===== config.mk =====
export PLATFORM = sky130hd
export DESIGN_NAME = md_sequencer
export DESIGN_NICKNAME = d
export VERILOG_FILES = /design/src/rtl/md_sequencer.sv
export SDC_FILE = /design/constraint.sdc
export NUM_CORES = 1
export LEC_CHECK = 0
export ABC_AREA = 1
export BUFFER_PORTS_ARGS = -buffer_cell sky130_fd_sc_hd__buf_2
export CORE_MARGIN = 5
export CORE_UTILIZATION = 43
export CTS_CLUSTER_DIAMETER = 80
export DETAILED_ROUTE_END_ITERATION = 7
export PLACE_DENSITY = 0.81
export SYNTH_ARGS = -nofsm -noshare
export SYNTH_HDL_FRONTEND = slang
export SYNTH_SLANG_ARGS = --single-unit

===== constraint.sdc =====
create_clock -name clock -period 1.25 [get_ports clock]
set_input_delay 0.0625 -clock clock [delete_from_list [all_inputs] [get_ports clock]]
set_output_delay 0.0625 -clock clock [all_outputs]
set_load 0.005 [all_outputs]

===== src/rtl/md_sequencer.sv =====
// Issue/retire sequencer for the iterative multiply/divide unit: one op in flight,
// valid/ready writeback, hazard busy info. Define MD_TIMEOUT_EN to add a BUSY watchdog.
module md_sequencer #(
  parameter int unsigned TIMEOUT_CYCLES = 40,
  parameter int unsigned MULT_EXC_CODE  = 4,
  parameter int unsigned DIV_EXC_CODE   = 5,
  parameter int unsigned RSTATUS_REG    = 30
) (
  input  logic        clock,
  input  logic        reset,
  input  logic        req_valid,
  output logic        req_ready,
  input  logic        req_op,
  input  logic [31:0] req_a,
  input  logic [31:0] req_b,
  input  logic [4:0]  req_rd,
  output logic [31:0] md_operandA,
  output logic [31:0] md_operandB,
  output logic        md_ctrl_MULT,
  output logic        md_ctrl_DIV,
  input  logic [31:0] md_result,
  input  logic        md_exception,
  input  logic        md_resultRDY,
  output logic        wb_valid,
  input  logic        wb_ready,
  output logic [31:0] wb_result,
  output logic [4:0]  wb_rd,
  output logic        wb_exception,
  output logic        busy,
  output logic [4:0]  busy_rd
);

  typedef enum logic [1:0] {S_IDLE, S_START, S_BUSY, S_DONE} state_e;

  state_e      state_q, state_d;
  logic        op_q, op_d;
  logic [31:0] a_q, a_d;
  logic [31:0] b_q, b_d;
  logic [4:0]  rd_q, rd_d;
  logic [31:0] res_q, res_d;
  logic [4:0]  wrd_q, wrd_d;
  logic        exc_q, exc_d;

  logic [31:0] exc_code;
  assign exc_code = op_q ? 32'(DIV_EXC_CODE) : 32'(MULT_EXC_CODE);

`ifdef MD_TIMEOUT_EN
  localparam logic [5:0] TMO_LAST = 6'(TIMEOUT_CYCLES - 1);
  logic [5:0] tmo_q, tmo_d;
`endif

  // NOTE: every combinational output gets a default first so no path leaves it unassigned (no latches).
  always_comb begin
    state_d = state_q;
    op_d    = op_q;
    a_d     = a_q;
    b_d     = b_q;
    rd_d    = rd_q;
    res_d   = res_q;
    wrd_d   = wrd_q;
    exc_d   = exc_q;
`ifdef MD_TIMEOUT_EN
    tmo_d   = tmo_q;
`endif
    unique case (state_q)
      S_IDLE: begin
        if (req_valid) begin
          op_d    = req_op;
          a_d     = req_a;
          b_d     = req_b;
          rd_d    = req_rd;
          state_d = S_START;
        end
      end
      S_START: begin
        // The unit may still show the previous op's ready flag here, so it is not sampled.
        state_d = S_BUSY;
`ifdef MD_TIMEOUT_EN
        tmo_d   = '0;
`endif
      end
      S_BUSY: begin
        if (md_resultRDY) begin
          state_d = S_DONE;
          if (md_exception) begin
            res_d = exc_code;
            wrd_d = 5'(RSTATUS_REG);
            exc_d = 1'b1;
          end else begin
            res_d = md_result;
            wrd_d = rd_q;
            exc_d = 1'b0;
          end
        end
`ifdef MD_TIMEOUT_EN
        else if (tmo_q == TMO_LAST) begin
          state_d = S_DONE;
          res_d   = exc_code;
          wrd_d   = 5'(RSTATUS_REG);
          exc_d   = 1'b1;
        end else begin
          tmo_d = tmo_q + 6'd1;
        end
`endif
      end
      S_DONE: begin
        if (wb_ready) state_d = S_IDLE;
      end
      default: state_d = S_IDLE;
    endcase
  end

  // NOTE: state registers use non-blocking assignments so all flops update together at the edge.
  always_ff @(posedge clock or negedge reset) begin
    if (!reset) begin
      state_q <= S_IDLE;
      op_q    <= 1'b0;
      a_q     <= '0;
      b_q     <= '0;
      rd_q    <= '0;
      res_q   <= '0;
      wrd_q   <= '0;
      exc_q   <= 1'b0;
    end else begin
      state_q <= state_d;
      op_q    <= op_d;
      a_q     <= a_d;
      b_q     <= b_d;
      rd_q    <= rd_d;
      res_q   <= res_d;
      wrd_q   <= wrd_d;
      exc_q   <= exc_d;
    end
  end

`ifdef MD_TIMEOUT_EN
  always_ff @(posedge clock or negedge reset) begin
    if (!reset) tmo_q <= '0;
    else        tmo_q <= tmo_d;
  end
`endif

  assign req_ready    = (state_q == S_IDLE);
  assign busy         = (state_q != S_IDLE);
  assign busy_rd      = busy ? rd_q : 5'd0;
  assign md_operandA  = busy ? a_q : 32'd0;
  assign md_operandB  = busy ? b_q : 32'd0;
  assign md_ctrl_MULT = (state_q == S_START) && !op_q;
  assign md_ctrl_DIV  = (state_q == S_START) &&  op_q;
  assign wb_valid     = (state_q == S_DONE);
  assign wb_result    = res_q;
  assign wb_rd        = wrd_q;
  assign wb_exception = exc_q;

endmodule

==> results of run 1 <==
layer usage:
| metal | vias to the layer above | global-route usage (%) | share of wire [%] |
|---|---|---|---|
| li1 | 2405 | - | - |
| met1 | 2471 | 26.07 | 33 |
| met2 | 280 | 45.54 | 54 |
| met3 | 112 | 5.911 | 6.0 |
| met4 | 0 | 18.06 | 7.3 |
| met5 | - | 0 | 0 |
through the flow:
step	instances	setup slack, ns	power [uW]	setup TNS (ns)	area (um^2)
6_report	1072	-0.3633	20260	-37.40	8707
5_1_grt	1071	-0.4117	21490	-47.51	8705
3_3_place_gp	930	-0.04357	14230	-1.460	6487
4_1_cts	1067	-0.3021	18790	-33.46	8287
2_1_floorplan	560	-0.06663	10690	-4.465	5091
3_5_place_dp	930	-0.1044	14470	-5.092	6487
timing repair:
item,in CTS,in global routing
gates resized for setup,72,127
gates cloned,7,1
hold endpoints to repair,212,0
pin swaps,14,32
hold buffers,103,0
setup buffers,11,2
setup endpoints to repair,180,184
report_power, final:
part | switching [uW] | total, uW | internal, uW
Combinational | 6330 | 11600 | 5250
Clock | 1390 | 2770 | 1380
Sequential | 711 | 5910 | 5200
Total | 8430 | 20300 | 11800
layout by cell type (no fill, tap or decap), drive strengths merged:
cell,count
buf,272
nor2,150
dfrtp,110
nand2,107
dlygate4sd3,103
inv,85
a21oi,74
clkbuf,10
ha,5
diode,4
clkinvlp,2
nand4,2
clkinv,2
o211ai,1
o21ai,1
nand3,1
state kept, by name, summed over array words and instances, names as in the netlist:
| register | cells |
|---|---|
| a_q | 32 |
| b_q | 32 |
| wb_result | 32 |
| rd_q | 5 |
| wb_rd | 5 |
| state_q | 2 |
| op_q | 1 |
| wb_exception | 1 |
cells in the mapped netlist:
library cell,number
a21oi_1,4
a21oi_2,70
buf_2,4
buf_4,1
buf_6,14
clkbuf_1,10
dfrtp_1,110
ha_1,5
inv_1,82
nand2_1,103
nand2_2,2
nand3_1,1
nand4_1,2
nor2_1,149
nor2_4,1
o211ai_1,1
o21ai_0,1
cell families (layout without fill, tap and decap cells):
logic type / after synthesis / after routing
AND/OR/NAND/NOR: 258 / 260
buffers and inverters: 111 / 474
flip-flops: 110 / 110
AO/OA/AOI/OAI: 76 / 76
adder cells (fa/ha/maj): 5 / 5
other: 0 / 4
how the worst max path moves through the flow:
stage	startpoint	end	slack, ns	depth (start not counted)
after floorplan	state_q[1]	a_q[0]	-0.07	8
after global placement	state_q[1]	a_q[28]	-0.04	6
after detailed placement	state_q[0]	wb_result[23]	-0.10	7
after CTS	state_q[1]	md_operandA[0]	-0.30	6
after global routing	state_q[1]	md_operandB[22]	-0.41	6
final	state_q[1]	md_operandA[14]	-0.36	6
area by class of cell:
type | count | area (um^2)
multi-input combinational | 341 | 2349
timing repair buffer | 376 | 2823
tap | 143 | 178.9
fill | 677 | 2663
clock buffer | 9 | 225.2
inverter | 82 | 314.1
antenna | 4 | 10.01
clock inverter | 7 | 55.05
sequential | 110 | 2753
==> impl_metrics.ini, run 1 <==
[detailed_routing]
wirelength_um = 19130
ant_nets = 0
first_pass_iters = 4
wl_per_cell_um = 17.84
drt_iter0_drc = 408
via_per_inst = 4.914
vias = 5268
drc = 0

[synthesis]
synth_cell_types = 17
syn-num-nets = 673
synth_top_family_by_area = simple AND/OR/NAND/NOR gates
synth_xor_xnor_area_share_pct = 0
yosysSeqAreaShare_pct = 55.29
synthTopCellsByArea = dfrtp_1 55%, a21oi_2 12%, nor2_1 11%, nand2_1 7.8%, inv_1 6.2%
synth_compound_area_share_pct = 12.97
synth_top_area_share_pct = 55.29
yosys_warnings = 0
synthMuxAreaShare_pct = 0
ys_ff_latch = 110
synthAdderAreaFrac_pct = 1.257
yosys.area.top_type = dfrtp_1
yosys.area_share.simple_pct = 19.83
synthCells = 560
syn_avg_cell_area_um2 = 8.890
synth_area_mm2 = 0.004979

[grt]
grt_overflow = 0
antenna_found_initial = 3
grt_pass1_vias = 5725
grt_max_degree = 110
grt_pass1_wl_um = 28430
grt_use_total_pct = 25.55

[layout]
synthToLayoutAreaGrowth_pct = 74.89
fin_util_pct = 76.58
drive_above_1_share_pct = 56.32
fin_nets = 1033

[cts]
cts_root_buf = clkbuf_16
numCtsBuffers = 9
cts_sinks = 110
path_clk_slew_ns = 0.08
clk_latency_ns = 0.36
ctsLongestPathBuffers = 2
cts_tree = yes
htreeDepth = 3

[floorplan]
fp.dieW_um = 117.6
initial_core_util_pct = 43.79
die_h_um = 117.6
coreArea_mm2 = 0.01137
die_area_mm2 = 0.01383
rows = 39
ios = 220

[timing]
tightest_slew_ns = 0.5889
finalHoldViolCount = 0
min_period_ns = 1.613
setup_viol_count_final = 184
rsz0062_at_grt = yes
relSlewSlack_pct = 60.74
fin_ws_ns = -0.3633
drv_slew = 0
timing.fmax_mhz = 619.9
skew_ns = 0.008263
final.period_utilization_pct = 129.1
hold_ws_ns = 0.03208

[setup_path]
crit_arrival_ns = 1.55
r2r-start = state_q[1]
critical_path.max_fanout = 10
max_stage_delay_ns = 0.39
crit_chain = inv_2 -> ha_4 -> buf_12 -> buf_16 -> nor2_2 -> buf_2
crit_path_top_delay_cell = dfrtp_1
start_kind = flop
r2r_slack_ns = -0.25
timing.rr.end = wb_result[0]
crit_family = buffers and inverters
worstSetupPathType = flop to output port
critPathBufInv = 4
cp.required_ns = 1.19
reg2reg_depth = 7
end_kind = output port

[pwr]
peakVddDrop_v = 0.001647
p_per_area_mw_per_mm2 = 2327
power.leakage_uw = 0.004646

[placed_design]
port_buffers = 219
gp_congestion = 0.8171
hpwl_um = 9353

[outcome]
outcome = finished with violations
violations = setup timing

[job]
cap_violations = 0

[hold_path]
hp-class = input port to async pin
Power figures use the tool's default switching activity.
==> inputs of run 2 (changes only) <==
CORE_UTILIZATION = 30   (was 43)
PLACE_DENSITY = 0.61   (was 0.81)
==> run 2 against run 1 <==
Compared with the run above: the run still ends with setup timing left; clock power up 7.6%; count of clock-buffer cells in the layout increased by 1; global-route usage fell by 8.5 points; critical path type unchanged; largest cell class unchanged.
==> impl_metrics.ini, run 2 (synthesized netlist as in run 1, its figures left out) <==
[floorplan]
die_area_mm2 = 0.01927
coreArea_mm2 = 0.01641
initial_core_util_pct = 30.34
fp.dieW_um = 138.8
ios = 220
rows = 47
die_h_um = 138.8

[layout]
fin_util_pct = 53.47
drive_above_1_share_pct = 54.21
stdcell_count = 1136
synthToLayoutAreaGrowth_pct = 76.20
seq_area_mm2 = 0.002753
multi_input_area_mm2 = 0.002251
fillCellCount = 1426
fin_nets = 1023
fin_area_mm2 = 0.008772
final_cell_mix = 214 x buf_2, 110 x dfrtp_1, 103 x dlygate4sd3_1, 77 x inv_1, 73 x nor2_2
final_common_cell = buf_2

[pwr]
power.leakage_uw = 0.004539
peakVddDrop_v = 0.0009061
p_per_area_mw_per_mm2 = 2267

[timing]
finalHoldViolCount = 0
skew_ns = 0.01075
tightest_slew_ns = 0.2787
min_period_ns = 1.569
final.period_utilization_pct = 125.5
rsz0062_at_grt = yes
hold_ws_ns = 0.05075
drv_slew = 0
fin_ws_ns = -0.3193
timing.fmax_mhz = 637.2
setup_viol_count_final = 183
relSlewSlack_pct = 81.42

[outcome]
outcome = finished with violations
violations = setup timing

[grt]
grt_pass1_vias = 5178
antenna_found_initial = 1
grt_pass1_wl_um = 26570
grt_use_total_pct = 17.07
grt_overflow = 0
grt_max_degree = 50

[cts]
cts_tree = yes
path_clk_slew_ns = 0.07
clk_latency_ns = 0.36
ctsLongestPathBuffers = 2
cts_root_buf = clkbuf_16
cts_sinks = 110
numCtsBuffers = 9
htreeDepth = 3

[detailed_routing]
wirelength_um = 17220
via_per_inst = 4.363
drc = 0
wl_per_cell_um = 15.16
vias = 4956
ant_nets = 0
drt_iter0_drc = 133
first_pass_iters = 6

[setup_path]
worstSetupPathType = flop to output port
critical_path.max_fanout = 6
cp.required_ns = 1.19
end_kind = output port
crit_arrival_ns = 1.51
r2r_slack_ns = -0.29
start_kind = flop

[placed_design]
place_area_mm2 = 0.006489
dp.cells = 991
hpwl_um = 10070
gp_congestion = 0.8218
port_buffers = 219

[hold_path]
hp-class = input port to flop

[job]
cap_violations = 0
[run 2: cell types whose count changed in the layout (fill, tap and decap cells not counted), moves of 2 or more]
| cell | delta |
|---|---|
| diode_2 | -3 |
| buf_8 | +2 |
| nand2_4 | -14 |
| buf_4 | -16 |
| buf_12 | +6 |
| nand2_2 | -3 |
| buf_16 | +2 |
| buf_6 | -3 |
| nand2_1 | +16 |
[run 2: cell type report]
class	count	area share [%]
Tap cell	220	3.138
Sequential cell	110	31.38
Timing Repair Buffer	367	32.76
Clock inverter	6	0.7845
Inverter	82	3.637
Multi-Input combinational cell	340	25.66
Antenna cell	1	0.02853
Clock buffer	10	2.610
[run 2: worst paths after layout]
check,startpoint,endpoint,cells past startpoint
max,state_q[0],md_operandA[25],6
min,md_exception,wb_result[0],3
max reg2reg,state_q[0],a_q[19],8
min reg2reg,wb_result[14],wb_result[14],2
max in group asynchronous,reset,a_q[1],3
min in group asynchronous,reset,wb_result[20],2
[run 2: metal layers]
metal / vias to the layer above / GRT usage [%] / part of all wire, % / wire length, um
li1: 2375 / - / - / -
met1: 2405 / 20.35 / 40 / 6948
met2: 137 / 29.79 / 53 / 9088
met3: 39 / 2.793 / 3.5 / 608
met4: 0 / 8.548 / 3.3 / 574
met5: - / 0 / 0 / 0
[run 2: worst max-delay path: stages, from the launching register on]
cell       delay (ns)
dfrtp_1          0.37
inv_2            0.06
ha_4             0.20
buf_6            0.14
clkbuf_16        0.15
nor2_2           0.11
buf_2            0.13
[run 2: power breakdown]
group          switching [uW]  internal (uW)  leakage [uW]
Combinational            5860           5240       0.00314
Sequential                617           5190       0.00126
Clock                    1400           1570      0.000143
Total                    7880          12000       0.00454
[run 2: metrics by stage]
step | TNS [ns] | worst slack, ns | power (uW)
2_1_floorplan | -4.465 | -0.06663 | 10690
3_3_place_gp | -0.4500 | -0.02106 | 14160
3_5_place_dp | -3.153 | -0.05993 | 14280
4_1_cts | -45.17 | -0.3187 | 18940
5_1_grt | -56.99 | -0.4025 | 21340
6_report | -41.84 | -0.3193 | 19880
[run 2: what timing repair did]
| action | in CTS | in global routing |
|---|---|---|
| hold buffers | 103 | 0 |
| hold endpoints to repair | 212 | 0 |
| setup endpoints to repair | 177 | 184 |
| gates cloned | 9 | 1 |
| gates resized for setup | 51 | 133 |
| setup buffers | 13 | 8 |
| pin swaps | 18 | 30 |
==> inputs of run 3 (changes only) <==
ABC_CLOCK_PERIOD_IN_PS = 1250   (was default)
PLACE_DENSITY = 0.58   (was 0.61)
SKIP_LAST_GASP = 1   (was default)
==> run 3 against run 2 <==
Compared with the run above: the run still ends with setup timing left; sequential share of layout area fell by 2.8 points; maximum frequency is 1.9% higher; setup slack better by 0.030 ns; global-route usage rose by 0.35 points.
==> impl_metrics.ini, run 3 (synthesized netlist as in run 1, its figures left out) <==
[outcome]
outcome = finished with violations
violations = setup timing

[cts]
htreeDepth = 3
cts_sinks = 110
path_clk_slew_ns = 0.07
cts_tree = yes
ctsLongestPathBuffers = 2
cts_root_buf = clkbuf_16
clk_latency_ns = 0.34
numCtsBuffers = 9

[grt]
grt_pass1_vias = 5288
grt_overflow = 0
grt_use_total_pct = 17.42
antenna_found_initial = 0
grt_pass1_wl_um = 27490
grt_max_degree = 59

[setup_path]
crit_arrival_ns = 1.78
r2r_slack_ns = -0.29
critPathBufInv = 4
crit_family = buffers and inverters
crit_chain = inv_2 -> ha_4 -> buf_12 -> buf_12 -> nand2_8 -> clkbuf_16 -> nor2_2 -> a21oi_2
max_stage_delay_ns = 0.39
start_kind = flop
cp_common_cell = buf_12
critical_path.max_fanout = 7
reg2reg_depth = 8
cp.required_ns = 1.49
timing.rr.end = a_q[29]
r2r-start = state_q[1]
end_kind = flop
worstSetupPathType = flop to flop
crit_path_top_delay_cell = dfrtp_1

[timing]
skew_ns = 0.005760
min_period_ns = 1.540
rsz0062_at_grt = yes
fin_ws_ns = -0.2898
finalHoldViolCount = 0
timing.fmax_mhz = 649.4
final.setup.tns_ns = -42.44
relSlewSlack_pct = 73.70
final.period_utilization_pct = 123.2
drv_slew = 0
tightest_slew_ns = 0.3945
setup_viol_count_final = 184

[detailed_routing]
drt_iter0_drc = 247
drc = 0
vias = 5113
wirelength_um = 17990
wl_per_cell_um = 15.46
ant_nets = 0
first_pass_iters = 4
via_per_inst = 4.393

[layout]
fin_nets = 1053
fillCellCount = 1318
final_cell_mix = 212 x buf_2, 110 x dfrtp_1, 103 x dlygate4sd3_1, 79 x inv_1, 79 x nand2_1
multi_input_area_mm2 = 0.002577
synthToLayoutAreaGrowth_pct = 93.26
fin_util_pct = 58.64
seq_area_mm2 = 0.002753
n_antenna_cell = 0
drive_above_1_share_pct = 56.78
final_common_cell = buf_2

[hold_path]
hold_path.startpoint = md_exception
worstHoldPathCells = 3
whs_endpoint = wb_result[0]
hp-class = input port to flop

[placed_design]
port_buffers = 219
pre_cts_slack_ns = -0.07686
hpwl_um = 10130
gp_congestion = 0.7826

[floorplan]
rows = 47
coreArea_mm2 = 0.01641
initial_core_util_pct = 30.34
die_h_um = 138.8
fp.dieW_um = 138.8
ios = 220
die_area_mm2 = 0.01927

[pwr]
peakVddDrop_v = 0.001234
p_per_area_mw_per_mm2 = 2271
power.leakage_uw = 0.004785

[job]
cap_violations = 0
-- run 3: changes by cell type in the layout (fill, tap and decap cells not counted), sizes merged --
cell      delta
diode        -1
clkbuf       +8
nand2        +2
clkinvlp     +1
inv          -2
bufinv       -1
buf         +21
-- run 3: final cells by class --
class / count / share of cell area (%)
multi-input combinational: 342 / 26.79
tap: 220 / 2.861
clock buffer: 11 / 2.627
inverter: 82 / 3.238
timing repair buffer: 395 / 35.54
sequential: 110 / 28.61
clock inverter: 4 / 0.3381
-- run 3: tightest hold or removal path: cells and delay by family --
kind,cells,cell delay [ns]
AO/OA/AOI/OAI,1,0.11
AND/OR/NAND/NOR,1,0.06
buffers and inverters,1,0.13
-- run 3: worst max path at each step --
stage                           from         endpoint  slack (ns)  cells after the start
after global routing      state_q[1]   md_operandA[0]       -0.37                      6
after detailed placement  state_q[1]          a_q[22]       -0.08                      6
final                     state_q[1]          a_q[29]       -0.29                      8
after floorplan           state_q[1]           a_q[0]       -0.07                      8
after global placement    state_q[1]          a_q[31]       -0.05                      6
after CTS                 state_q[1]  md_operandB[29]       -0.30                      6
-- run 3: routing by layer --
layer / part of all wire, % / GRT usage (%) / wire, um / vias to the layer above
met2: 52 / 30.12 / 9340 / 180
met3: 4.4 / 3.483 / 783 / 50
met4: 4.0 / 8.651 / 726 / 0
met5: 0 / 0 / 0 / -
met1: 40 / 20.62 / 7141 / 2442
li1: - / - / - / 2441
-- run 3: per-stage QoR --
| step | std cells | hold WS (ns) | cell area, um^2 | power [uW] |
|---|---|---|---|---|
| final | 1164 | 0.05726 | 9622 | 21850 |
| after global routing | 1164 | 0.07827 | 9622 | 23400 |
| after CTS | 1150 | 0.01169 | 8864 | 19920 |
| after detailed placement | 997 | 0.08963 | 6559 | 14500 |
| after global placement | 997 | 0.09455 | 6559 | 14400 |
| after floorplan | 560 | -0.2331 | 5091 | 10690 |
-- run 3: report_power, final --
part           switching (uW)  internal (uW)
Sequential                583           5190
Combinational            6670           6600
Clock                    1340           1460
-- run 3: repair_timing --
item                       4_1_cts  5_1_grt
resized for setup              133      131
buffers inserted                25        4
pin swaps                       24       19
hold endpoints to repair       212        0
setup endpoints to repair      178      184
hold buffers                   103        0
gates cloned                    12       12
